--- src/rtl/demux1t8_16_buf.sv ---
// demux1t8_16_buf
// Buffered 1-to-8 demultiplexer for W-bit words. A word offered on the
// valid/ready input is steered by in_sel into one of eight single-entry lane
// registers. Each lane hands its word to its own consumer through a
// valid/ready handshake, so a stalled lane never blocks the other lanes.
//
// Ports
//   clk        system clock, rising edge
//   rst        synchronous active-high reset
//   in_data    word to distribute
//   in_sel     destination lane 0..7
//   in_valid   producer offers a word
//   in_ready   addressed lane can take the word this cycle
//   out_data   lane k word at [k*W +: W]
//   out_valid  bit k: lane k holds an undelivered word
//   out_ready  bit k: consumer k takes lane k's word this cycle
//   accept_cnt words accepted since reset, wraps
module demux1t8_16_buf #(
  parameter int W     = 16,
  parameter int CNT_W = 16
) (
  input  logic             clk,
  input  logic             rst,
  input  logic [W-1:0]     in_data,
  input  logic [2:0]       in_sel,
  input  logic             in_valid,
  output logic             in_ready,
  output logic [8*W-1:0]   out_data,
  output logic [7:0]       out_valid,
  input  logic [7:0]       out_ready,
  output logic [CNT_W-1:0] accept_cnt
);

  logic [W-1:0]     lane_data [8];
  logic [7:0]       full;
  logic [7:0]       en;
  logic [7:0]       drn;
  logic             acc;
  logic [CNT_W-1:0] cnt;

  assign en = 8'b1 << in_sel;

  // Only the addressed lane matters; a lane that is draining this cycle can
  // be refilled in the same cycle for back-to-back throughput.
  assign in_ready = ~rst & (~full[in_sel] | out_ready[in_sel]);
  assign acc      = in_valid & in_ready;
  assign drn      = full & out_ready;

  always_ff @(posedge clk) begin
    if (rst) begin
      full <= 8'h00;
      cnt  <= '0;
      for (int k = 0; k < 8; k++) begin
        lane_data[k] <= '0;
      end
    end else begin
      for (int k = 0; k < 8; k++) begin
        if (acc && en[k]) begin
          lane_data[k] <= in_data;
          full[k]      <= 1'b1;
        end else if (drn[k]) begin
          // data is kept after delivery; only the full flag drops
          full[k] <= 1'b0;
        end
      end
      if (acc) begin
        cnt <= cnt + CNT_W'(1);
      end
    end
  end

  for (genvar k = 0; k < 8; k++) begin : g_lane
    assign out_data[k*W +: W] = lane_data[k];
  end

  assign out_valid  = full;
  assign accept_cnt = cnt;

endmodule
--- config.mk ---
export PLATFORM = sky130hd
export DESIGN_NAME = demux1t8_16_buf
export DESIGN_NICKNAME = d
export VERILOG_FILES = /design/src/rtl/demux1t8_16_buf.sv
export SDC_FILE = /design/constraint.sdc
export NUM_CORES = 1
export LEC_CHECK = 0
export ABC_AREA = 1
export BUFFER_PORTS_ARGS = -buffer_cell sky130_fd_sc_hd__buf_4
export CORE_UTILIZATION = 29
export DETAILED_ROUTE_END_ITERATION = 8
export PLACE_DENSITY = 0.56
export SLEW_MARGIN = 20
export SYNTH_ARGS = -nofsm -noshare
export SYNTH_HDL_FRONTEND = slang
export SYNTH_SLANG_ARGS = --single-unit
export TNS_END_PERCENT = 50
--- constraint.sdc ---
create_clock -name clk -period 3.2 [get_ports clk]
set_input_delay 0.16 -clock clk [delete_from_list [all_inputs] [get_ports clk]]
set_output_delay 0.16 -clock clk [all_outputs]
set_load 0.02 [all_outputs]
* Word level (Yosys, flattened, before mapping)
Memory sizes are Yosys's and may differ from the RTL's.
Index checks and enable logic that the tools add are counted.
** Operators by class
- Reductions and logical operators :: 16
- Shift operators :: 1
- $lt $le $gt $ge :: 1
- Mux-type cells :: 54
- Bitwise operators :: 14
- Add/sub/neg operators :: 1
** Operator list (count)
- $mux 16 :: 8
- $mux 1 :: 44
- $add 16x1->16 const B :: 1
- $reduce_bool 2->1 :: 8
- $or 1x1->1 :: 9
- $and 8x8->8 :: 1
- $logic_and 1x1->1 :: 8
- $shl 1x3->8 const A :: 1
- $bmux 1 s3 :: 2
- $lt 3x4->1 const B :: 1
- $and 1x1->1 :: 2
- $not 1->1 :: 2
** Word-level totals
- Output and inout bits :: 153
- Bits in registers :: 24
- Memories :: 1
- Word-level logic and storage cells :: 97
- Memory bits (writable) :: 128
- Input bits :: 30
** Memories
- lane_data :: depth 8, bits a word 16, rd ports 8, clocked after Yosys merged registers in 0, write ports 8, line 34 : logic [W-1:0] lane_data [8];

* Longest topological paths before layout
- Word-level depth :: 11
- Mapped depth :: 11
- Depth with buffers taken out :: 10

* Worst setup path before layout
No wires, ideal clock.
- Path kind :: register -> register
- Start point :: register full[2], in the netlist out_valid[2]
- End point :: memory lane_data[1][0], in the netlist lane_data[0][16] (enable)
- Setup time :: 372 ps
- Cell stages (with the launch flop) :: 9
- Data required time :: 2828 ps
- Period minus slack after synthesis :: 2077 ps
- Slack :: 1123 ps
- Path buffers :: 1
- Arrival :: 1705 ps
- Cells stage by stage :: dfxtp_1 nand2_1 nand2_1 nand2_1 nand2_1 a21oi_4 nand4_2 buf_2 nand2_1
** RTL lines
- start: declaration :: line 35 : logic [7:0] full;
- start signal: assignment :: line 51 : full <= 8'h00;
- start signal: indexed assignment :: line 60 : full[k] <= 1'b1;
- start signal: indexed assignment :: line 63 : full[k] <= 1'b0;
- end: declaration :: line 34

==> results.py <==
metrics = {
    "clock_tree": {
        "cts_max_level": 4,
        "clk_pin_slew_worst_paths_ns": 0.06,
        "numCtsBuffers": 17,
        "clock_latency_ns": 0.41,
        "tritoncts": "yes",
        "cts_setup_buffers": 0,
        "clockBufferDepth": 2,
        "cts.sinks": 152,
        "root_buffer": "clkbuf_16",
    },
    "detailed_routing": {
        "dr.first_iter.drc_count": 368,
        "route.detailed.drc": 0,
        "routed-via-count": 4378,
        "ant_nets": 0,
        "routed_wl_microns": 16800,
        "first_pass_iters": 4,
        "vias_per_cell": 4.39,
        "routedWlPerCell_microns": 16.8,
    },
    "layout": {
        "fillers": 2005,
        "fin_nets": 745,
        "syn_to_final_growth_pct": 38.1,
        "layout_commonest_cell": "buf_4",
        "diodes": 0,
        "seqCellArea_sq_um": 4320,
        "final_cell_mix": "buf_4, nor2_1, edfxtp_1",
        "final_area_sq_um": 8220,
        "drive_gt1_share_pct": 31.9,
        "multiInputGateArea_sq_um": 1370,
        "finalNonFillerCells": 997,
    },
    "yosys": {
        "synthArstFlopShare_pct": 0,
        "synth_cell_type_count": 24,
        "syn-instance-count": 517,
        "ys_seq_elements": 152,
        "synth-xor-area-share_pct": 1.03,
        "synth_area_sq_um": 5950,
        "synth_top_family_by_area": "simple AND/OR/NAND/NOR gates",
        "ys_seq_area_share_pct": 72.6,
        "synth_edf_count": 128,
        "synth_mux_area_share_pct": 0,
        "syn_nets": 548,
        "yosys_most_used_dff": "edfxtp_1",
        "yosysWarnings": 0,
        "synthSimpleGateAreaFrac_pct": 19.2,
        "synthAdderAreaFrac_pct": 0.210,
        "syn_avg_cell_area_sq_um": 11.5,
        "synth_compound_area_share_pct": 2.46,
    },
    "timing": {
        "setup_tns_ns": 0,
        "final_max_slew_viol_count": 0,
        "worst_slew_pin_slew_ns": 0.756,
        "hold_violations": 0,
        "post-route-period-util_pct": 69.0,
        "fmax_mhz": 453,
        "rsz0062_at_grt": "no",
        "relSlewSlack_pct": 49.5,
        "finalSetupViolations": 0,
        "fin_crit_ns": 2.21,
        "skew_ns": 0.0102,
    },
    "pwr": {
        "ir_drop_v": 0.000329,
        "p_switching_uw": 1210,
        "clockPowerShare_pct": 39.2,
        "p_comb_share_pct": 11.3,
        "power_leakage_uw": 0.00335,
        "sw_frac_of_total_pct": 25.9,
        "power_density_nw_per_um2": 569,
        "intPower_uw": 3470,
        "pwr-share-seq_pct": 49.6,
    },
    "critical_path": {
        "crit_path_max_incr_delay_ns": 0.59,
        "cp.arrival_ns": 2.25,
        "start_kind": "input pin",
        "required_ns": 3.24,
        "cp_slowest_cell": "nand2_1",
        "crit_family": "simple AND/OR/NAND/NOR gates",
        "crit_type": "in2reg",
        "crit_chain": "dlygate4sd3_1 -> buf_4 -> inv_1 -> o21ai_0 -> nor2_1 -> nand2_2 -> nand4_2 -> nand2_1",
        "end_kind": "flop",
        "cp_max_fo": 26,
        "critPathBufInv": 3,
    },
    "floorplanning": {
        "ios": 183,
        "die_w_microns": 145,
        "fp.dieH_microns": 145,
        "rows": 52,
        "dieArea_sq_um": 21100,
        "core_area_sq_um": 20200,
        "initial_utilization_pct": 29.5,
    },
    "grt": {
        "overflow": 0,
        "grt_pass1_wl_microns": 25400,
        "grt_max_degree": 41,
        "grt_pass1_vias": 4196,
        "grtUsageTotal_pct": 16.2,
        "antenna_found_initial": 0,
    },
    "status": {
        "status": "completed",
    },
    "place": {
        "routabilityCongestion": 0.807,
        "numPlacedInstances": 960,
        "io_buffers": 182,
        "placed_area_sq_um": 7630,
        "hpwlAfterDp_microns": 12100,
    },
    "run": {
        "maxCapViolCount": 0,
    },
    "hold_path": {
        "worstHoldPathType": "in2reg",
    },
}
[final timing paths]
check	startpoint	slack, ns	to	cells after the start
worst max-delay path	out_ready[7]	0.99	lane_data[1][13]	8
worst min-delay path	out_ready[0]	0.02	out_valid[0]	4
worst max register to register	out_valid[4]	1.10	lane_data[1][13]	5
worst min register to register	out_valid[2]	0.49	out_valid[2]	2
[power by group through the flow]
| stage | logic (uW) | clock network, uW | registers (uW) |
|---|---|---|---|
| detailed placement | 529 | 0 | 2360 |
| global placement | 525 | 0 | 2360 |
| CTS | 535 | 1870 | 2320 |
| finish | 526 | 1830 | 2320 |
| floorplan | 107 | 0 | 2500 |
| global route | 559 | 1950 | 2330 |
[area by class of cell]
type	instances	share of cell area, %
Timing Repair Buffer	197	18.1
Clock inverter	14	1.39
Inverter	42	1.92
Sequential cell	152	52.6
Clock buffer	18	5.22
Tap cell	270	4.11
Multi-Input combinational cell	304	16.6
[sequential cells by signal, indices dropped and copies added, names as in the netlist]
register,cells
out_valid,8
lane_data,128
accept_cnt,16
[tightest hold or removal path, delay by kind of cell]
family	cells	cell delay, ns
buffers and inverters	2	0.12
AND/OR/NAND/NOR	1	0.04
AO/OA/AOI/OAI	1	0.06
[stage by stage]
| step | power (uW) | hold slack (ns) | utilization (%) | worst slack, ns |
|---|---|---|---|---|
| after floorplan | 2610 | 0.323 | - | 1.12 |
| after global placement | 2890 | 0.433 | 37.8 | 0.901 |
| after detailed placement | 2890 | 0.429 | 37.8 | 0.835 |
| after CTS | 4730 | 0.000134 | 40.8 | 1.00 |
| after global routing | 4840 | 0.0209 | 40.8 | 0.850 |
| final | 4670 | 0.0214 | 40.8 | 0.992 |
[what timing repair did]
item | CTS | global route
hold buffers | 5 | 0
gates resized for setup | 0 | 0
endpoints found under the hold margin | 5 | 0
[per-layer routing]
metal,vias up,GRT usage (%),part of all wire (%)
li1,2146,-,-
met1,2071,21.6,45
met2,159,25.6,48
met3,2,4.97,6.9
met4,0,4.26,0.35
met5,-,0,0
[Yosys cell counts, types with 2 or more instances]
master    instances  share of area, %
nor2_1          143               9.0
edfxtp_1        128                65
nand2_1          79               5.0
inv_1            40               2.5
dfxtp_1          24               8.1
nand4_1          24               2.5
a21oi_1          22               1.8
nand3_1          15               1.3
buf_2             7              0.59
clkbuf_1          6              0.38
nand4_2           6               1.3
xor2_1            5              0.74
buf_4             3              0.38
o21ai_0           3              0.25
buf_6             2              0.38
xnor2_1           2              0.29
[cell families after synthesis]
kind of cell	after synthesis
simple gates	269
compound gates	27
flops	152
xor+xnor	7
fa+ha+maj	1
buf+inv	61
No activity file was read; power rests on OpenSTA's default activity.
